==> config.mk <==
export PLATFORM = sky130hd
export DESIGN_NAME = multicycle_sequencer_flat
export DESIGN_NICKNAME = d
export VERILOG_FILES = /design/src/rtl/multicycle_sequencer_pkg.sv /design/src/rtl/multicycle_sequencer_if.sv /design/src/rtl/instr_classifier.sv /design/src/rtl/multicycle_sequencer.sv /design/src/flat_wrapper.sv
export SDC_FILE = /design/constraint.sdc
export NUM_CORES = 1
export LEC_CHECK = 0
export CAP_MARGIN = 5
export CORE_UTILIZATION = 40
export DETAILED_ROUTE_END_ITERATION = 8
export PLACE_DENSITY = 0.71
export SETUP_SLACK_MARGIN = 0.15
export SLEW_MARGIN = 20
export SYNTH_ARGS = -nofsm -noshare
export SYNTH_HDL_FRONTEND = slang
export SYNTH_HIERARCHICAL = 1
export SYNTH_SLANG_ARGS = --single-unit
==> constraint.sdc <==
create_clock -name clk -period 2 [get_ports clk]
set_input_delay 0.2 -clock clk [delete_from_list [all_inputs] [get_ports clk]]
set_output_delay 0.2 -clock clk [all_outputs]
set_load 0.005 [all_outputs]
==> src/rtl/multicycle_sequencer_pkg.sv <==
// Shared encodings for the multi-cycle sequencer: state codes, IR type/opcode
// fields and PC source selects.
package cpu_pkg;

  typedef enum logic [2:0] {
    ST_IF  = 3'd0,
    ST_ID  = 3'd1,
    ST_EX  = 3'd2,
    ST_MEM = 3'd3,
    ST_WB  = 3'd4,
    ST_ERR = 3'd5
  } state_e;

  typedef enum logic [1:0] {
    TYPE_R = 2'b00,
    TYPE_I = 2'b01,
    TYPE_J = 2'b10,
    TYPE_S = 2'b11
  } instr_type_e;

  typedef enum logic [1:0] {
    PC_SRC_SEQ    = 2'b00,
    PC_SRC_BRANCH = 2'b01,
    PC_SRC_JUMP   = 2'b10
  } pc_src_e;

  localparam logic [4:0] OP_R_AND  = 5'd0;
  localparam logic [4:0] OP_R_ADD  = 5'd1;
  localparam logic [4:0] OP_R_SUB  = 5'd2;
  localparam logic [4:0] OP_R_CMP  = 5'd3;

  localparam logic [4:0] OP_I_ANDI = 5'd0;
  localparam logic [4:0] OP_I_ADDI = 5'd1;
  localparam logic [4:0] OP_I_LW   = 5'd2;
  localparam logic [4:0] OP_I_SW   = 5'd3;
  localparam logic [4:0] OP_I_BEQ  = 5'd4;

  localparam logic [4:0] OP_J_J    = 5'd0;
  localparam logic [4:0] OP_J_JAL  = 5'd1;

  localparam logic [4:0] OP_S_SLL  = 5'd0;
  localparam logic [4:0] OP_S_SRL  = 5'd1;
  localparam logic [4:0] OP_S_SRA  = 5'd2;
  localparam logic [4:0] OP_S_ROL  = 5'd3;

endpackage

==> src/rtl/multicycle_sequencer_if.sv <==
// Sequencer-to-datapath bundle: IR fields, memory handshakes and phase strobes.
interface multicycle_sequencer_if #(
  parameter int CNT_W = 16
);
  logic [1:0]       instr_type;
  logic [4:0]       opcode;
  logic             alu_zero;
  logic             imem_ready;
  logic             dmem_ready;
  logic             imem_req;
  logic             ir_write;
  logic             pc_write;
  logic [1:0]       pc_src;
  logic             reg_wr;
  logic             link_wr;
  logic             dmem_req;
  logic             dmem_we;
  logic [2:0]       state;
  logic             illegal;
  logic             instr_done;
  logic [CNT_W-1:0] instr_count;

  modport master (
    input  instr_type, opcode, alu_zero, imem_ready, dmem_ready,
    output imem_req, ir_write, pc_write, pc_src, reg_wr, link_wr,
           dmem_req, dmem_we, state, illegal, instr_done, instr_count
  );

  modport slave (
    output instr_type, opcode, alu_zero, imem_ready, dmem_ready,
    input  imem_req, ir_write, pc_write, pc_src, reg_wr, link_wr,
           dmem_req, dmem_we, state, illegal, instr_done, instr_count
  );
endinterface

==> src/rtl/instr_classifier.sv <==
// Decodes the IR type/opcode pair into the instruction classes the sequencer
// branches on; any encoding outside the legal opcode ranges is flagged illegal.
module instr_classifier
  import cpu_pkg::*;
(
  input  logic [1:0] instr_type,
  input  logic [4:0] opcode,
  output logic       is_alu,
  output logic       is_load,
  output logic       is_store,
  output logic       is_branch,
  output logic       is_jump,
  output logic       is_link,
  output logic       is_illegal
);

  // NOTE: every output gets a default before the case so no path leaves one
  // unassigned, which would otherwise infer a latch.
  always_comb begin
    is_alu     = 1'b0;
    is_load    = 1'b0;
    is_store   = 1'b0;
    is_branch  = 1'b0;
    is_jump    = 1'b0;
    is_link    = 1'b0;
    is_illegal = 1'b0;
    case (instr_type)
      TYPE_R: begin
        if (opcode <= OP_R_CMP) is_alu = 1'b1;
        else                    is_illegal = 1'b1;
      end
      TYPE_I: begin
        case (opcode)
          OP_I_ANDI, OP_I_ADDI: is_alu    = 1'b1;
          OP_I_LW:              is_load   = 1'b1;
          OP_I_SW:              is_store  = 1'b1;
          OP_I_BEQ:             is_branch = 1'b1;
          default:              is_illegal = 1'b1;
        endcase
      end
      TYPE_J: begin
        case (opcode)
          OP_J_J:   is_jump = 1'b1;
          OP_J_JAL: begin
            is_jump = 1'b1;
            is_link = 1'b1;
          end
          default:  is_illegal = 1'b1;
        endcase
      end
      TYPE_S: begin
        if (opcode <= OP_S_ROL) is_alu = 1'b1;
        else                    is_illegal = 1'b1;
      end
      default: is_illegal = 1'b1;
    endcase
  end

endmodule

==> src/rtl/multicycle_sequencer.sv <==
// Multi-cycle IF/ID/EX/MEM/WB sequencer: registered phase state, Mealy-decoded
// strobes, sticky illegal flag and a wrapping retired-instruction counter.
module multicycle_sequencer
  import cpu_pkg::*;
#(
  parameter int CNT_W = 16
) (
  input  logic                   clk,
  input  logic                   reset_n,
  multicycle_sequencer_if.master bus
);

  state_e           r_state;
  state_e           w_next;
  logic             r_illegal;
  logic [CNT_W-1:0] r_count;

  logic    w_is_alu, w_is_load, w_is_store, w_is_branch;
  logic    w_is_jump, w_is_link, w_is_illegal;
  logic    w_imem_req, w_ir_write, w_pc_write, w_reg_wr, w_link_wr;
  logic    w_dmem_req, w_dmem_we, w_retire;
  pc_src_e w_pc_src;

  instr_classifier u_classifier (
    .instr_type (bus.instr_type),
    .opcode     (bus.opcode),
    .is_alu     (w_is_alu),
    .is_load    (w_is_load),
    .is_store   (w_is_store),
    .is_branch  (w_is_branch),
    .is_jump    (w_is_jump),
    .is_link    (w_is_link),
    .is_illegal (w_is_illegal)
  );

  always_comb begin
    w_next     = r_state;
    w_imem_req = 1'b0;
    w_ir_write = 1'b0;
    w_pc_write = 1'b0;
    w_pc_src   = PC_SRC_SEQ;
    w_reg_wr   = 1'b0;
    w_link_wr  = 1'b0;
    w_dmem_req = 1'b0;
    w_dmem_we  = 1'b0;
    w_retire   = 1'b0;
    case (r_state)
      ST_IF: begin
        w_imem_req = 1'b1;
        if (bus.imem_ready) begin
          w_ir_write = 1'b1;
          w_pc_write = 1'b1;
          w_next     = ST_ID;
        end
      end
      ST_ID: begin
        if (w_is_illegal) begin
          w_next = ST_ERR;
        end else if (w_is_jump) begin
          w_pc_write = 1'b1;
          w_pc_src   = PC_SRC_JUMP;
          w_reg_wr   = w_is_link;
          w_link_wr  = w_is_link;
          w_retire   = 1'b1;
          w_next     = ST_IF;
        end else begin
          w_next = ST_EX;
        end
      end
      ST_EX: begin
        if (w_is_branch) begin
          if (bus.alu_zero) begin
            w_pc_write = 1'b1;
            w_pc_src   = PC_SRC_BRANCH;
          end
          w_retire = 1'b1;
          w_next   = ST_IF;
        end else if (w_is_load || w_is_store) begin
          w_next = ST_MEM;
        end else begin
          w_next = ST_WB;
        end
      end
      ST_MEM: begin
        w_dmem_req = 1'b1;
        w_dmem_we  = w_is_store;
        if (bus.dmem_ready) begin
          if (w_is_store) begin
            w_retire = 1'b1;
            w_next   = ST_IF;
          end else begin
            w_next = ST_WB;
          end
        end
      end
      ST_WB: begin
        w_reg_wr = 1'b1;
        w_retire = 1'b1;
        w_next   = ST_IF;
      end
      ST_ERR:  w_next = ST_ERR;
      default: w_next = ST_IF;
    endcase
  end

  // NOTE: non-blocking assignments here so every register samples the
  // pre-edge values of the others, independent of statement order.
  always_ff @(posedge clk or negedge reset_n) begin
    if (!reset_n) begin
      r_state   <= ST_IF;
      r_illegal <= 1'b0;
      r_count   <= '0;
    end else begin
      r_state <= w_next;
      if (r_state == ST_ID && w_is_illegal) r_illegal <= 1'b1;
      if (w_retire) r_count <= r_count + CNT_W'(1);
    end
  end

  // Strobes are qualified by reset_n so a reset mid-access kills them in the
  // same cycle rather than exposing the IF decode while the state is held.
  assign bus.imem_req    = reset_n & w_imem_req;
  assign bus.ir_write    = reset_n & w_ir_write;
  assign bus.pc_write    = reset_n & w_pc_write;
  assign bus.pc_src      = reset_n ? w_pc_src : PC_SRC_SEQ;
  assign bus.reg_wr      = reset_n & w_reg_wr;
  assign bus.link_wr     = reset_n & w_link_wr;
  assign bus.dmem_req    = reset_n & w_dmem_req;
  assign bus.dmem_we     = reset_n & w_dmem_we;
  assign bus.instr_done  = reset_n & w_retire;
  assign bus.state       = r_state;
  assign bus.illegal     = r_illegal;
  assign bus.instr_count = r_count;

endmodule

==> src/flat_wrapper.sv <==
// flat-port wrapper written by rule: the top's interface ports become plain ports
module multicycle_sequencer_flat import cpu_pkg::*;
#(
  parameter int CNT_W = 16
)
  (clk, reset_n, bus_instr_type, bus_opcode, bus_alu_zero, bus_imem_ready, bus_dmem_ready, bus_imem_req, bus_ir_write, bus_pc_write, bus_pc_src, bus_reg_wr, bus_link_wr, bus_dmem_req, bus_dmem_we, bus_state, bus_illegal, bus_instr_done, bus_instr_count);
  multicycle_sequencer_if #(.CNT_W(CNT_W)) bus_i ();
  input  logic clk;
  input  logic reset_n;
  input wire logic [$bits(bus_i.instr_type)-1:0] bus_instr_type;
  input wire logic [$bits(bus_i.opcode)-1:0] bus_opcode;
  input wire logic [$bits(bus_i.alu_zero)-1:0] bus_alu_zero;
  input wire logic [$bits(bus_i.imem_ready)-1:0] bus_imem_ready;
  input wire logic [$bits(bus_i.dmem_ready)-1:0] bus_dmem_ready;
  output wire logic [$bits(bus_i.imem_req)-1:0] bus_imem_req;
  output wire logic [$bits(bus_i.ir_write)-1:0] bus_ir_write;
  output wire logic [$bits(bus_i.pc_write)-1:0] bus_pc_write;
  output wire logic [$bits(bus_i.pc_src)-1:0] bus_pc_src;
  output wire logic [$bits(bus_i.reg_wr)-1:0] bus_reg_wr;
  output wire logic [$bits(bus_i.link_wr)-1:0] bus_link_wr;
  output wire logic [$bits(bus_i.dmem_req)-1:0] bus_dmem_req;
  output wire logic [$bits(bus_i.dmem_we)-1:0] bus_dmem_we;
  output wire logic [$bits(bus_i.state)-1:0] bus_state;
  output wire logic [$bits(bus_i.illegal)-1:0] bus_illegal;
  output wire logic [$bits(bus_i.instr_done)-1:0] bus_instr_done;
  output wire logic [$bits(bus_i.instr_count)-1:0] bus_instr_count;
  assign bus_i.instr_type = bus_instr_type;
  assign bus_i.opcode = bus_opcode;
  assign bus_i.alu_zero = bus_alu_zero;
  assign bus_i.imem_ready = bus_imem_ready;
  assign bus_i.dmem_ready = bus_dmem_ready;
  assign bus_imem_req = bus_i.imem_req;
  assign bus_ir_write = bus_i.ir_write;
  assign bus_pc_write = bus_i.pc_write;
  assign bus_pc_src = bus_i.pc_src;
  assign bus_reg_wr = bus_i.reg_wr;
  assign bus_link_wr = bus_i.link_wr;
  assign bus_dmem_req = bus_i.dmem_req;
  assign bus_dmem_we = bus_i.dmem_we;
  assign bus_state = bus_i.state;
  assign bus_illegal = bus_i.illegal;
  assign bus_instr_done = bus_i.instr_done;
  assign bus_instr_count = bus_i.instr_count;
  multicycle_sequencer #(.CNT_W(CNT_W)) u_core (.clk(clk), .reset_n(reset_n), .bus(bus_i));
endmodule
# Word-level counts from Yosys, hierarchy flattened
# Index checks and enable logic that the tools add are counted.
[totals]
input_bits = 12
regBits = 20
out_inout_bits = 30
word_cells = 82
[op_classes]
n_eq_ne = 14
mux = 46
reduce_logical = 9
bitwise = 8
magnitude_cmp = 1
addsub = 1
[ops]
columns = ["operator", "n"]
rows = [
  ["2-to-1 mux 1 bit", 29],
  ["2-to-1 mux 3 bit", 6],
  ["adder 16 x 1 -> 16 bit, second input constant", 1],
  ["one-hot mux 3 bit (5 select lines)", 1],
  ["equality test 5 x 2 -> 1 bit, second input constant", 2],
  ["2-to-1 mux 2 bit", 5],
  ["AND 1 bit", 8],
  ["equality test 3 x 2 -> 1 bit, second input constant", 2],
  ["equality test 3 bit, second input constant", 2],
  ["one-hot mux 1 bit (3 select lines)", 2],
  ["equality test 5 x 1 -> 1 bit, second input constant", 1],
  ["equality test 5 x 3 -> 1 bit, second input constant", 1],
  ["<= comparator 5 x 2 -> 1 bit, second input constant", 1],
  ["logical NOT 5 bit", 1],
  ["OR reduction 5 bit", 1],
  ["equality test 2 bit, second input constant", 2],
  ["inequality test 2 bit, second input constant", 2],
  ["one-hot mux 1 bit (4 select lines)", 1],
  ["one-hot mux 2 bit (2 select lines)", 1],
  ["OR reduction 2 bit", 2],
  ["equality test 3 x 1 -> 1 bit, second input constant", 1],
  ["logical NOT 3 bit", 1],
  ["equality test 2 x 1 -> 1 bit, second input constant", 1],
  ["logical NOT 2 bit", 1],
  ["4 further kinds", 4],
]

# Logic depth before layout (Yosys ltp)
[logic_depth]
depth_word = 8
mapped_depth = 9

# Cells and area by module
# The synthesis kept the hierarchy.
[modules_own_cells]
columns = ["module", "area_each_um2", "cells_each", "seq_area_each_um2", "instances"]
rows = [
  ["multicycle_sequencer", 1144.8, 118, 500.5, 1],
  ["instr_classifier", 152.6, 23, 0.0, 1],
]

# Least setup slack after synthesis
# Ideal clock, no wire load.
[synth_path]
path_type = "in2reg"
start = "in bus_opcode[1]"
end = "reg u_core.r_count[15] (netlist: u_core/bus.instr_count[15])"
t_arrival_ns = 1.981
setup_slack_ns = -0.105
n_path_buf = 1
setup_ns = 0.125
stages = 8
cell_sequence = "or4_4 -> a22oi_2 -> o22ai_1 -> nand4bb_1 -> a21oi_1 -> buf_2 -> o2111ai_1 -> xnor2_1"
[synth_via]
word_cells_on_any_way = 24
[synth_rtl]
columns = ["element", "line", "rtl"]
rows = [
  ["from (decl)", "flat_wrapper.sv:11", "input wire logic [$bits(bus_i.opcode)-1:0] bus_opcode;"],
  ["parallel branches: the longest is 3 deep, another holds <= comparator 5 x 2 -> 1 bit", "n/a", ""],
  ["one-hot mux 1 bit (3 select lines) (*)", "instr_classifier.sv:27", "case (instr_type)"],
  ["via u_core.w_is_illegal", "multicycle_sequencer.sv:19", "logic w_is_jump, w_is_link, w_is_illegal;"],
  ["2-to-1 mux 1 bit (*)", "multicycle_sequencer.sv:57", "if (w_is_illegal) begin"],
  ["one-hot mux 1 bit (4 select lines) (*)", "multicycle_sequencer.sv:47", "case (r_state)"],
  ["to (signal assigned)", "multicycle_sequencer.sv:116", "if (w_retire) r_count <= r_count + CNT_W'(1);"],
  ["to (decl)", "multicycle_sequencer.sv:16", "logic [CNT_W-1:0] r_count;"],
]
# Mark *: on every way through the listed nets, which the timed path passes.
# A chain may end at the register's enable or synchronous reset.

# Worst setup path after layout
[layout_path]
start = "in bus_opcode[2]"
end = "reg u_core.r_state[0] (netlist: u_core/bus.state[0])"
[layout_via]
word_cells_on_any_way = 23
[layout_rtl]
columns = ["element", "line", "rtl"]
rows = [
  ["parallel branches: the longest is 3 deep, another holds <= comparator 5 x 2 -> 1 bit", "n/a", ""],
  ["one-hot mux 1 bit (3 select lines) (*)", "instr_classifier.sv:27", ""],
  ["via u_core.w_is_illegal", "multicycle_sequencer.sv:19", ""],
  ["2-to-1 mux 3 bit (*)", "multicycle_sequencer.sv:57", ""],
  ["one-hot mux 3 bit (5 select lines) (*)", "multicycle_sequencer.sv:47", ""],
  ["to (signal assigned)", "multicycle_sequencer.sv:114", "r_state <= w_next;"],
  ["to (decl)", "multicycle_sequencer.sv:13", "state_e r_state;"],
]
# Marks and branches as above.

==> flow_metrics.py <==
metrics = {
    "grt": {
        "overflow": 0,
        "groute.usage.overall_pct": 23.68,
        "grt_pass1_vias": 1371,
        "grt_pass1_wl_mm": 6.127,
        "antenna_found_initial": 0,
        "grt_max_degree": 18,
    },
    "clock_tree": {
        "cts-buffers-inserted": 3,
        "tritoncts": "yes",
        "root_buffer": "clkbuf_4",
        "insertion_delay_ps": 290,
        "cts.sinks": 20,
        "htreeDepth": 1,
        "clk_pin_slew_ps": 110,
        "clock_path_buffers": 2,
        "ctsHoldBuffers": 0,
    },
    "setup_path": {
        "crit_required_ps": 2180,
        "cp_data_arrival_time_ps": 2220,
        "path_class": "in -> reg",
        "cp-start-kind": "primary input",
        "path_max_fanout": 3,
        "crit_path_end_kind": "flip-flop",
        "r2r_slack_ps": 260,
    },
    "final_layout": {
        "final_nets": 231,
        "fin_cells": 258,
        "final_layout_size_suffix_gt1_share_pct": 37.38,
        "nFillCells": 236,
        "syn2layout_area_growth_pct": 74.37,
        "fin_area_um2": 2238,
        "antennaDiodeCount": 0,
    },
    "die": {
        "die-area_um2": 3440,
        "rows": 20,
        "die_h_um": 58.65,
        "design.core.area_um2": 3053,
        "start_util_pct": 42.05,
        "io-pin-count": 42,
        "die_x_um": 58.65,
    },
    "min_path": {
        "hold_class": "in -> async",
    },
    "sta": {
        "finalHoldViolations": 0,
        "fmax_ghz": 0.4915,
        "fin_crit_ps": 2035,
        "worst_slew_pin_slew_ps": 513.1,
        "setup_viol": 2,
        "slew_headroom_pct": 65.79,
        "timing.final.ws_setup_ps": -34.69,
        "fin_skew_ps": 1.762,
        "rsz0062_at_grt": "yes",
        "hold_ws_ps": 208.1,
        "drv_slew": 0,
        "fin_crit_sh_pct": 101.7,
    },
    "power": {
        "switching_share_pct": 38.29,
        "peakVddDrop_mv": 0.5818,
        "p_comb_share_pct": 54.3,
        "pwr-share-seq_pct": 32.6,
        "power_density_nw_per_um2": 783.5,
        "leakagePower_nw": 0.9704,
        "clockPowerShare_pct": 13.1,
        "p_switching_mw": 0.6714,
        "intPower_mw": 1.082,
        "totalPowerFinal_mw": 1.754,
    },
    "routing": {
        "num_vias": 1381,
        "viasPerCell": 5.353,
        "drt_pass1_iterations": 4,
        "wirelength_mm": 3.945,
        "drtIter0Drc": 47,
        "drc": 0,
        "ant_nets": 0,
        "wl_per_cell_um": 15.29,
    },
    "yosys": {
        "synth_area_um2": 1284,
        "yosysWarnings": 6,
        "netlist_instances": 138,
        "synth_area_per_cell_um2": 9.302,
        "syn-num-nets": 154,
    },
    "placed_design": {
        "hpwl_mm": 2.566,
        "routabilityCongestion": 0.7685,
        "io_buffers": 41,
        "pre_cts_ws_ps": -705.0,
        "placed_cells": 240,
        "place_area_um2": 1897,
    },
    "job": {
        "maxCapViolCount": 0,
    },
    "status": {
        "violations": "setup timing",
        "status": "finished, violations left",
    },
}
layout make-up:
type	instances	area, um2	area share, %
Multi-Input combinational cell	105	910.9	40.69
Clock buffer	4	36.28	1.621
Sequential cell	20	501.7	22.41
Inverter	8	30.03	1.342
Timing Repair Buffer	77	704.4	31.47
Tap cell	44	55.05	2.459
what timing repair did:
item | in CTS | in global routing
buffers inserted | 12 | 1
resized for setup | 93 | 6
cloned | 1 | 0
pin swaps | 38 | 13
endpoints found under the setup margin | 27 | 25
per-stage QoR:
stage	util [%]	TNS (ps)
4_1_cts	71.64	-32.61
5_1_grt	73.32	-590.0
2_1_floorplan	-	0
3_5_place_dp	62.13	-11390
3_3_place_gp	62.13	-9546
6_report	73.32	-40.20
final timing paths:
kind | start | end | depth (start not counted)
max | bus_opcode[2] | u_core/bus.state[0] | 16
min | reset_n | u_core/bus.illegal | 2
max reg2reg | u_core/bus.state[2] | u_core/bus.instr_count[9] | 6
min reg2reg | u_core/bus.illegal | u_core/bus.illegal | 1
max in group asynchronous | reset_n | u_core/bus.state[2] | 3
min in group clk | u_core/bus.illegal | u_core/bus.illegal | 1
placed cells by master, fill, tap and decap left out, drive strengths merged, types with 6 or more instances in the layout:
cell type	count
nor3	7
clkdlybuf4s50	24
o21ai	6
buf	46
and3	7
o2111ai	6
nor2	10
o211ai	6
dlygate4sd2	6
xnor2	15
dfrtp	20
inv	8
layer usage:
metal  GRT usage [%]  part of all wire (%)
met2           41.71                    50
met1           28.51                    42
met4           12.24                   3.4
met5               0                     0
met3           2.637                   5.1
state kept, by name, indices dropped and copies added, names as in the netlist:
signal / flops
u_core/bus.instr_count: 16
u_core/bus.state: 3
u_core/bus.illegal: 1
critical path: stages:
cell and delay [ps]:
buf_6 90, or4_4 560, a22oi_2 190, o22ai_2 120, inv_1 100, buf_6 100
buf_6 80, buf_6 90, buf_6 80, buf_6 80, buf_6 80, buf_6 80
buf_6 100, a21oi_2 50, o21ai_1 140, nand2_1 80
power by group through the flow:
stage / logic [mW] / clock network [mW] / registers, mW
2_1_floorplan: 0.350 / 0 / 0.583
3_3_place_gp: 0.729 / 0 / 0.573
3_5_place_dp: 0.753 / 0 / 0.578
4_1_cts: 0.911 / 0.235 / 0.569
5_1_grt: 1.01 / 0.250 / 0.588
6_report: 0.952 / 0.230 / 0.572
No activity file was read; power rests on OpenSTA's default activity.
